## src/rtl/flash_erase_sequencer.sv

```systemverilog
// Multi-sector erase sequencer in front of flash_se_ctrl.
// One key/addr per sector, idle gap between sectors, per-sector timeout.
module flash_erase_sequencer #(
  parameter int unsigned SECTOR_SIZE    = 4096,
  parameter int unsigned GAP_CYCLES     = 8,
  parameter int unsigned TIMEOUT_CYCLES = 50_000_000,
  parameter int unsigned CNT_W          = 16
) (
  input  logic             system_clk,
  input  logic             system_reset_n,
  input  logic             start,
  input  logic [31:0]      start_addr,
  input  logic [CNT_W-1:0] sector_count,
  input  logic             abort,
  output logic             se_key,
  output logic [31:0]      se_addr,
  input  logic             se_done,
  output logic             busy,
  output logic             done,
  output logic             aborted,
  output logic             err_timeout,
  output logic [CNT_W-1:0] sectors_done
);

  localparam int unsigned TO_W  = $clog2(TIMEOUT_CYCLES + 1);
  localparam int unsigned GAP_W = $clog2(GAP_CYCLES + 1);

  // Fires on the cycle the count would reach TIMEOUT_CYCLES-1.
  localparam logic [TO_W-1:0]  TO_LAST   = TO_W'(TIMEOUT_CYCLES - 2);
  localparam logic [GAP_W-1:0] GAP_LAST  = GAP_W'(GAP_CYCLES);
  localparam logic [31:0]      ADDR_MASK = ~(32'(SECTOR_SIZE) - 32'd1);
  localparam logic [31:0]      ADDR_INC  = 32'(SECTOR_SIZE);

  typedef enum logic [2:0] {
    S_IDLE,
    S_ISSUE,
    S_WAIT,
    S_GAP,
    S_FINISH
  } state_t;

  state_t           r_state;
  logic             r_se_key;
  logic [31:0]      r_se_addr;
  logic             r_busy;
  logic             r_done;
  logic             r_aborted;
  logic             r_err_timeout;
  logic [CNT_W-1:0] r_sectors_done;
  logic [CNT_W-1:0] r_remaining;
  logic [TO_W-1:0]  r_to_cnt;
  logic [GAP_W-1:0] r_gap_cnt;
  logic             r_abort_seen;

  logic w_abort_any;
  logic w_last;

  assign w_abort_any = abort | r_abort_seen;
  assign w_last      = (r_remaining == CNT_W'(1));

  always_ff @(posedge system_clk or negedge system_reset_n) begin
    if (!system_reset_n) begin
      r_state        <= S_IDLE;
      r_se_key       <= 1'b0;
      r_se_addr      <= '0;
      r_busy         <= 1'b0;
      r_done         <= 1'b0;
      r_aborted      <= 1'b0;
      r_err_timeout  <= 1'b0;
      r_sectors_done <= '0;
      r_remaining    <= '0;
      r_to_cnt       <= '0;
      r_gap_cnt      <= '0;
      r_abort_seen   <= 1'b0;
    end else begin
      r_se_key <= 1'b0;
      r_done   <= 1'b0;
      unique case (r_state)
        S_IDLE: begin
          if (start) begin
            r_se_addr      <= start_addr & ADDR_MASK;
            r_remaining    <= sector_count;
            r_aborted      <= 1'b0;
            r_err_timeout  <= 1'b0;
            r_sectors_done <= '0;
            r_abort_seen   <= 1'b0;
            r_busy         <= 1'b1;
            r_se_key       <= (sector_count != '0);
            r_state        <= S_ISSUE;
          end
        end
        S_ISSUE: begin
          r_to_cnt <= '0;
          if (abort) r_abort_seen <= 1'b1;
          // A zero-length run passes through here without a key.
          if (r_remaining == '0) begin
            r_busy  <= 1'b0;
            r_done  <= 1'b1;
            r_state <= S_FINISH;
          end else begin
            r_state <= S_WAIT;
          end
        end
        S_WAIT: begin
          if (abort) r_abort_seen <= 1'b1;
          if (se_done) begin
            r_sectors_done <= r_sectors_done + CNT_W'(1);
            r_remaining    <= r_remaining - CNT_W'(1);
            if (w_last) begin
              r_busy  <= 1'b0;
              r_done  <= 1'b1;
              r_state <= S_FINISH;
            end else if (w_abort_any) begin
              r_aborted <= 1'b1;
              r_busy    <= 1'b0;
              r_done    <= 1'b1;
              r_state   <= S_FINISH;
            end else begin
              r_se_addr <= r_se_addr + ADDR_INC;
              r_gap_cnt <= '0;
              r_state   <= S_GAP;
            end
          end else if (r_to_cnt == TO_LAST) begin
            r_err_timeout <= 1'b1;
            r_busy        <= 1'b0;
            r_done        <= 1'b1;
            r_state       <= S_FINISH;
          end else begin
            r_to_cnt <= r_to_cnt + TO_W'(1);
          end
        end
        S_GAP: begin
          if (w_abort_any) begin
            r_aborted <= 1'b1;
            r_busy    <= 1'b0;
            r_done    <= 1'b1;
            r_state   <= S_FINISH;
          end else if (r_gap_cnt == GAP_LAST) begin
            r_se_key <= 1'b1;
            r_state  <= S_ISSUE;
          end else begin
            r_gap_cnt <= r_gap_cnt + GAP_W'(1);
          end
        end
        S_FINISH: r_state <= S_IDLE;
        default:  r_state <= S_IDLE;
      endcase
    end
  end

  assign se_key       = r_se_key;
  assign se_addr      = r_se_addr;
  assign busy         = r_busy;
  assign done         = r_done;
  assign aborted      = r_aborted;
  assign err_timeout  = r_err_timeout;
  assign sectors_done = r_sectors_done;

endmodule

```

## config.mk

```make
export PLATFORM = sky130hd
export DESIGN_NAME = flash_erase_sequencer
export DESIGN_NICKNAME = d
export VERILOG_FILES = /design/src/rtl/flash_erase_sequencer.sv
export SDC_FILE = /design/constraint.sdc
export NUM_CORES = 1
export LEC_CHECK = 0
export ABC_AREA = 1
export CORE_ASPECT_RATIO = 0.8
export CORE_MARGIN = 2
export CORE_UTILIZATION = 40
export DETAILED_ROUTE_END_ITERATION = 16
export PLACE_DENSITY_LB_ADDON = 0.08
export SYNTH_ARGS = -nofsm -noshare
export SYNTH_HDL_FRONTEND = slang
export SYNTH_SLANG_ARGS = --single-unit
```

## constraint.sdc

```tcl
create_clock -name system_clk -period 1.8 [get_ports system_clk]
set_clock_uncertainty 0.15 [all_clocks]
set_input_delay 0.36 -clock system_clk [delete_from_list [all_inputs] [get_ports system_clk]]
set_output_delay 0.36 -clock system_clk [all_outputs]
set_load 0.03 [all_outputs]
```

==> qor_table.md, run 1 <==
| Metric | This run |
| --- | --- |
| CTS Buf Count | 9 |
| Worst Path Required | 1.94 ns |
| Port bufs | 81 |
| Length of the first detailed-routing pass in iterations | 5 |
| Setup slack at placement | -0.1848 ns |
| Initial antenna violation count | 0 |
| Share of the cycle needed by the critical path after routing | 98.97% |
| Clk pwr share | 17.6% |
| Initial core utilization | 40.56% |
| Clock root cell | sky130_fd_sc_hd__clkbuf_16 |
| Highest clock rate | 561.3 MHz |
| Chip Height | 116.7 µm |
| End-of-flow core utilization | 57.71% |
| Primary FF master, synth | sky130_fd_sc_hd__dfrtp_1 |
| Vias post-DR | 6699 |
| Layout cells sized above 1 | 22.95% |
| Clock tree from TritonCTS | yes |
| Wire per inst | 13.77 µm |
| Final setup violating endpoints | 0 |
| I/O pin count | 106 |
| Maxcap violations | 0 |
| Count of antenna-violating nets left after detailed routing | 0 |
| Leading area contributor after synthesis | sky130_fd_sc_hd__dfrtp_1 |
| Cell Int Power | 6624 µW |
| Synth top area cells | sky130_fd_sc_hd__dfrtp_1 36%, sky130_fd_sc_hd__nand2_1 19%, sky130_fd_sc_hd__nor2_1 8.3% |
| Clock slew at reported path FFs | 0.07 ns |
| Leakage dissipation | 0.004213 µW |
| Number of global-route vias before repair | 5874 |
| Worst-case clock buffer depth | 2 |
| Critical setup path kind | reg2reg |
| Library cells used by synthesis | 43 |
| Ys Warns | 0 |
| Sink Count | 91 |
| CP Capture Type | flip-flop |
| Number of slew-limit violations in the final report | 0 |
| Final hold violations | 0 |
| Chip width | 144.8 µm |
| Number of H-tree branching levels | 3 |
| Worst skew pair latency | 0.35 ns |
| Maximum number of pins on one net before global-route repair | 41 |
| Switching power summed over all nets | 5333 µW |
| Post-detailed-routing wire length | 19040 µm |
| Minimum setup slack in the final design | 0.01853 ns |
| Total gr overflow | 0 |
| Std-Cell Core Area | 15650 µm² |
| RSZ-0062 raised after global routing | true |
| Peak VDD IR | 0.6756 mV |
| Cell Pwr Density | 1324 nW/µm² |
| Total GRT Usage | 22.25% |
| Critical Path Fanout Max | 4 |
| Area enclosed by the die boundary | 16900 µm² |
| Critical path launch point type | flip-flop |
| Status | finished, final reports clean |
| Critical Path AT | 1.92 ns |
| Drt drc | 0 |
| Post-synthesis average cell area | 6.604 µm² |
| Number of storage elements in the synthesis netlist | 91 |
| Post-synthesis async set-or-reset flop share | 100.0% |
| Worst min-delay path class | in2async |
| Global-route wire length before repair | 29570 µm |
| Fin nets | 1225 |
| Antenna cells | 0 |
| Vias per cell | 4.844 |
| Synth top area share | 35.88% |
| Switching power as a share of total power | 44.60% |
| Detailed Place HPWL | 13640 µm |
| Seq/Total Area, Yosys | 35.88% |
| Final min period | 1.781 ns |
| Number of enable flip-flop cells after synthesis | 0 |
| Post-synthesis instance area | 6346 µm² |
| First DRT Iteration DRCs | 556 |
| Logic gate share of total power | 56.1% |
| Placement Rows | 41 |
| Final RePlAce weighted congestion | 0.8895 |
| Cell count after synthesis | 961 |
| Sequential share of power | 26.4% |
| Area grow syn2layout | 42.29% |
==> stage by stage <==
stage               cell area (µm²)  instances  hold WS, ns  total power, µW  setup TNS (ns)
floorplan                      6390        972     -0.08559             6702               0
global placement               8299       1354       0.1210             9401          -3.255
detailed placement             8299       1354       0.1170             9424          -4.045
CTS                            8637       1373       0.2882            11420        -0.06057
global route                   9030       1383       0.3059            12840          -1.537
finish                         9030       1383       0.2885            11960               0
==> registers in the layout (all words and copies together), names as in the netlist <==
signal and cells:
aborted 1, busy 1, done 1, err_timeout 1, r_abort_seen 1, r_gap_cnt 4, r_remaining 16, r_state 3
r_to_cnt 26, se_addr 20, se_key 1, sectors_done 16
==> layout make-up <==
type / instances / area [µm²]
flip-flops and latches: 91 / 2285
clock inverters: 6 / 87.58
well taps: 215 / 269.0
inverters: 85 / 319.1
fillers: 1470 / 6616
repair buffers: 215 / 1941
clock buffers: 10 / 239.0
multi-input cells: 761 / 3890
==> worst max-delay path: stages, from the launching register on <==
cell and delay (ns):
sky130_fd_sc_hd__dfrtp_1 0.42, sky130_fd_sc_hd__buf_6 0.13, sky130_fd_sc_hd__buf_4 0.10, sky130_fd_sc_hd__nand2_2 0.07, sky130_fd_sc_hd__nor2_4 0.16, sky130_fd_sc_hd__nand2_4 0.08
sky130_fd_sc_hd__buf_4 0.15, sky130_fd_sc_hd__o21bai_4 0.14, sky130_fd_sc_hd__nand2_2 0.07, sky130_fd_sc_hd__nor2_2 0.11, sky130_fd_sc_hd__nand3_2 0.07, sky130_fd_sc_hd__nand2_1 0.05
==> placed cells by master, fill, tap and decap left out, types with 15 or more instances in the layout <==
cell                                n
sky130_fd_sc_hd__nor2_1           113
sky130_fd_sc_hd__dlygate4sd2_1     40
sky130_fd_sc_hd__nand3_1           71
sky130_fd_sc_hd__nand2_1          307
sky130_fd_sc_hd__nand2_2           21
sky130_fd_sc_hd__inv_1             80
sky130_fd_sc_hd__nor2_2            28
sky130_fd_sc_hd__o21ai_1           19
sky130_fd_sc_hd__o21ai_0           37
sky130_fd_sc_hd__clkdlybuf4s50_1   39
sky130_fd_sc_hd__nand4_1           21
sky130_fd_sc_hd__buf_4            118
sky130_fd_sc_hd__dfrtp_1           85
sky130_fd_sc_hd__nand3_2           15
==> cells in the mapped netlist, drive strengths merged (5+ instances only) <==
master / number
o21ai: 56
a21boi: 5
nor2: 150
o21bai: 7
nor3: 14
or2: 13
xnor2: 7
dfrtp: 91
inv: 85
nand2: 336
ha: 9
xor2: 10
nand3: 87
nand3b: 5
buf: 32
nand4: 21
a21oi: 11
==> power groups by stage <==
stage / combinational [µW] / clock, µW / sequential [µW]
global placement: 6270 / 0 / 3130
global route: 7380 / 2240 / 3220
floorplan: 3030 / 0 / 3680
detailed placement: 6290 / 0 / 3140
finish: 6700 / 2100 / 3150
CTS: 6160 / 2160 / 3100
==> metal layers <==
layer  routed length (µm)  track usage, %  share of wire, %
met3                 1273           3.608               6.7
met4                  184           5.243              0.97
met2                 7659           30.60                40
met5                    0               0                 0
met1                 9919           35.80                52
==> repair_timing <==
action                                  CTS  global route
hold buffers                              1             0
endpoints found under the hold margin    16             0
endpoints found under the setup margin   66            71
resized for setup                        53            90
pin swaps                                 5            34
setup buffers                             2             8
gates cloned                              0             2
==> final timing paths <==
| check | from | end | slack (ns) | cells past startpoint |
|---|---|---|---|---|
| max reg2reg | r_to_cnt[1] | r_to_cnt[9] | 0.02 | 11 |
| max in group asynchronous | system_reset_n | r_to_cnt[2] | 0.68 | 3 |
| min reg2reg | r_remaining[15] | r_remaining[15] | 0.35 | 2 |
| min in group system_clk | r_remaining[15] | r_remaining[15] | 0.35 | 2 |
| max | r_to_cnt[1] | r_to_cnt[9] | 0.02 | 11 |
| min | system_reset_n | r_remaining[7] | 0.29 | 2 |
==> logic make-up after synthesis <==
group | count (synthesis) | synth area share [%]
simple gates | 632 | 43.12
buf+inv | 121 | 8.714
flops | 91 | 35.88
fa+ha+maj | 9 | 1.774
xor+xnor | 17 | 2.346
other cells | 1 | 0.05909
compound gates | 90 | 8.104
No activity file was read; power rests on OpenSTA's default activity.
==> run 2, diff against run 1 <==
--- a/config.mk
+++ b/config.mk
@@ -8,7 +8,7 @@
 export ABC_AREA = 1
 export CORE_ASPECT_RATIO = 0.8
 export CORE_MARGIN = 2
-export CORE_UTILIZATION = 40
+export CORE_UTILIZATION = 45
 export DETAILED_ROUTE_END_ITERATION = 16
 export PLACE_DENSITY_LB_ADDON = 0.08
 export SYNTH_ARGS = -nofsm -noshare
==> qor_table.md, run 2 (synthesis gave the netlist of run 1 again) <==
| Metric | This run | vs previous |
| --- | --- | --- |
| Logic gate share of total power | 57.3% | was 56.1% |
| Setup Total Neg Slack | -1.055 ns | was 0 ns |
| Share of the cycle needed by the critical path after routing | 104.7% | was 98.97% |
| Count of antenna-violating nets left after detailed routing | 0 | unchanged |
| Global-route wire length before repair | 29970 µm | was 29570 µm |
| Total GRT Usage | 25.30% | was 22.25% |
| Sink Count | 91 | unchanged |
| First DRT Iteration DRCs | 565 | was 556 |
| Worst-case clock buffer depth | 2 | unchanged |
| Highest clock rate | 530.5 MHz | was 561.3 MHz |
| Post-detailed-routing wire length | 18810 µm | was 19040 µm |
| Maximum number of pins on one net before global-route repair | 40 | was 41 |
| Clock root cell | sky130_fd_sc_hd__clkbuf_16 | unchanged |
| Cell Pwr Density | 1344 nW/µm² | was 1324 nW/µm² |
| End-of-flow core utilization | 65.58% | was 57.71% |
| Final RePlAce weighted congestion | 0.9014 | was 0.8895 |
| CP Capture Type | flip-flop | unchanged |
| RSZ-0062 raised after global routing | true | unchanged |
| Switching power summed over all nets | 5455 µW | was 5333 µW |
| Maxcap violations | 0 | unchanged |
| Worst Path Required | 1.94 ns | about the same |
| Critical Path AT | 2.03 ns | was 1.92 ns |
| Number of global-route vias before repair | 6107 | was 5874 |
| Placement Rows | 38 | was 41 |
| Port bufs | 81 | unchanged |
| Cell Int Power | 6575 µW | was 6624 µW |
| Critical Path Fanout Max | 4 | unchanged |
| Wire per inst | 13.96 µm | was 13.77 µm |
| Number of slew-limit violations in the final report | 0 | unchanged |
| Leakage dissipation | 0.004188 µW | was 0.004213 µW |
| Peak VDD IR | 0.7355 mV | was 0.6756 mV |
| Detailed Place HPWL | 13280 µm | was 13640 µm |
| Initial antenna violation count | 0 | unchanged |
| CTS Buf Count | 9 | unchanged |
| Clk pwr share | 16.8% | was 17.6% |
| Final hold violations | 0 | unchanged |
| Switching power as a share of total power | 45.35% | was 44.60% |
| Highest-count cells in the layout ignoring fill and taps | 305 x sky130_fd_sc_hd__nand2_1, 128 x sky130_fd_sc_hd__nor2_1, 116 x sky130_fd_sc_hd__buf_4 | was 307 x sky130_fd_sc_hd__nand2_1, 118 x sky130_fd_sc_hd__buf_4, 113 x sky130_fd_sc_hd__nor2_1 |
| Std-Cell Core Area | 13650 µm² | was 15650 µm² |
| Final min period | 1.885 ns | was 1.781 ns |
| Clock slew at reported path FFs | 0.06 ns | was 0.07 ns |
| Layout cells sized above 1 | 21.94% | was 22.95% |
| Biggest register | r_to_cnt | unchanged |
| Length of the first detailed-routing pass in iterations | 6 | was 5 |
| Violations in the final reports | negative setup slack |  |
| Worst min-delay path class | in2async | unchanged |
| Final setup violating endpoints | 23 | was 0 |
| Minimum setup slack in the final design | -0.08496 ns | was 0.01853 ns |
| Critical setup path kind | reg2reg | unchanged |
| Critical path launch point type | flip-flop | unchanged |
| Antenna cells | 0 | unchanged |
| Clock tree from TritonCTS | yes | unchanged |
| Number of flip-flops under the largest register name | 26 | unchanged |
| Drt drc | 0 | unchanged |
| Fin nets | 1225 | unchanged |
| Total placed cells including tap cells | 1315 | was 1354 |
| Fillers | 1241 | was 1470 |
| Status | finished with violations | was finished, final reports clean |
| Worst skew pair latency | 0.35 ns | about the same |
| Vias per cell | 5.155 | was 4.844 |
| Area enclosed by the die boundary | 15070 µm² | was 16900 µm² |
| Worst hold slack across all endpoints | 0.3092 ns | was 0.2885 ns |
| Sequential share of power | 26.0% | was 26.4% |
| Total gr overflow | 0 | unchanged |
| Initial core utilization | 46.51% | was 40.56% |
| Final instance count without filler cells | 1347 | was 1383 |
| I/O pin count | 106 | unchanged |
| Vias post-DR | 6944 | was 6699 |
| Chip Height | 110.2 µm | was 116.7 µm |
| Leading cell type in the layout, fill and taps excluded | sky130_fd_sc_hd__nand2_1 | unchanged |
| Chip width | 136.8 µm | was 144.8 µm |
| Number of H-tree branching levels | 3 | unchanged |
| Sequential cell area | 2281 µm² | was 2285 µm² |
| Area grow syn2layout | 41.01% | was 42.29% |
| Combined area of the multi-input logic cells | 3911 µm² | was 3890 µm² |
==> run 2: cell types whose count changed in the layout (fill, tap and decap cells not counted), moves of 3 or more <==
cell / delta
sky130_fd_sc_hd__dfrtp_2: -3
sky130_fd_sc_hd__nor2_2: -13
sky130_fd_sc_hd__nor2_1: +15
sky130_fd_sc_hd__nand3_1: -4
sky130_fd_sc_hd__dfrtp_1: +3
sky130_fd_sc_hd__nand2_2: +3
sky130_fd_sc_hd__nand3_2: +5
==> run 2: layout make-up <==
| class | instances | share of cell area (%) |
|---|---|---|
| clock buffers | 12 | 2.978 |
| clock inverters | 3 | 0.5173 |
| inverters | 85 | 3.565 |
| multi-input cells | 764 | 43.71 |
| flip-flops and latches | 91 | 25.49 |
| well taps | 180 | 2.517 |
| repair buffers | 212 | 21.22 |
==> run 2: power groups by stage <==
| stage | logic, µW | clock network, µW | registers [µW] |
|---|---|---|---|
| floorplan | 3030 | 0 | 3680 |
| global placement | 6120 | 0 | 3120 |
| detailed placement | 6170 | 0 | 3120 |
| CTS | 6450 | 2060 | 3090 |
| global route | 7500 | 2140 | 3210 |
| finish | 6890 | 2020 | 3120 |
==> run 2: routing by layer <==
metal / wire length, µm / vias to the layer above / global-route usage [%]
met1: 9184 / 3216 / 37.99
li1: - / 3471 / -
met4: 299 / 0 / 6.554
met3: 1310 / 24 / 4.481
met2: 8012 / 233 / 37.57
met5: 0 / - / 0
==> run 2: stage by stage <==
| stage | area [µm²] | worst slack, ns | total power, µW |
|---|---|---|---|
| after floorplan | 6390 | 0.006597 | 6702 |
| after global placement | 8200 | -0.1771 | 9243 |
| after detailed placement | 8200 | -0.2004 | 9291 |
| after CTS | 8677 | -0.1351 | 11600 |
| after global routing | 8949 | -0.1560 | 12850 |
| final | 8949 | -0.08496 | 12030 |
==> run 2: critical path: stages (launching register included) <==
cell and delay (ns):
sky130_fd_sc_hd__dfrtp_1 0.39, sky130_fd_sc_hd__buf_4 0.15, sky130_fd_sc_hd__ha_1 0.19, sky130_fd_sc_hd__nand3_2 0.16, sky130_fd_sc_hd__inv_1 0.11, sky130_fd_sc_hd__nand2_1 0.11
sky130_fd_sc_hd__o21ai_0 0.20, sky130_fd_sc_hd__nand2_1 0.08, sky130_fd_sc_hd__nor2_1 0.13, sky130_fd_sc_hd__nand3_2 0.07, sky130_fd_sc_hd__nand2_1 0.07
==> run 2: worst paths after layout <==
path                                start              to  slack, ns  cells after the start
setup / recovery              r_to_cnt[1]    r_to_cnt[16]      -0.08                     10
hold / removal             system_reset_n     r_to_cnt[5]       0.31                      2
setup reg to reg              r_to_cnt[1]    r_to_cnt[16]      -0.08                     10
hold reg to reg              r_abort_seen    r_abort_seen       0.34                      2
max in group asynchronous  system_reset_n  r_remaining[9]       0.64                      3
min in group system_clk      r_abort_seen    r_abort_seen       0.34                      2
==> run 2: what timing repair did <==
action                     4_1_cts  5_1_grt
buffers inserted                 8        5
setup endpoints to repair       86       74
cloned                           3        2
gates resized for setup         67       67
hold buffers                     1        0
hold endpoints to repair        21        0
pin swaps                       14       39
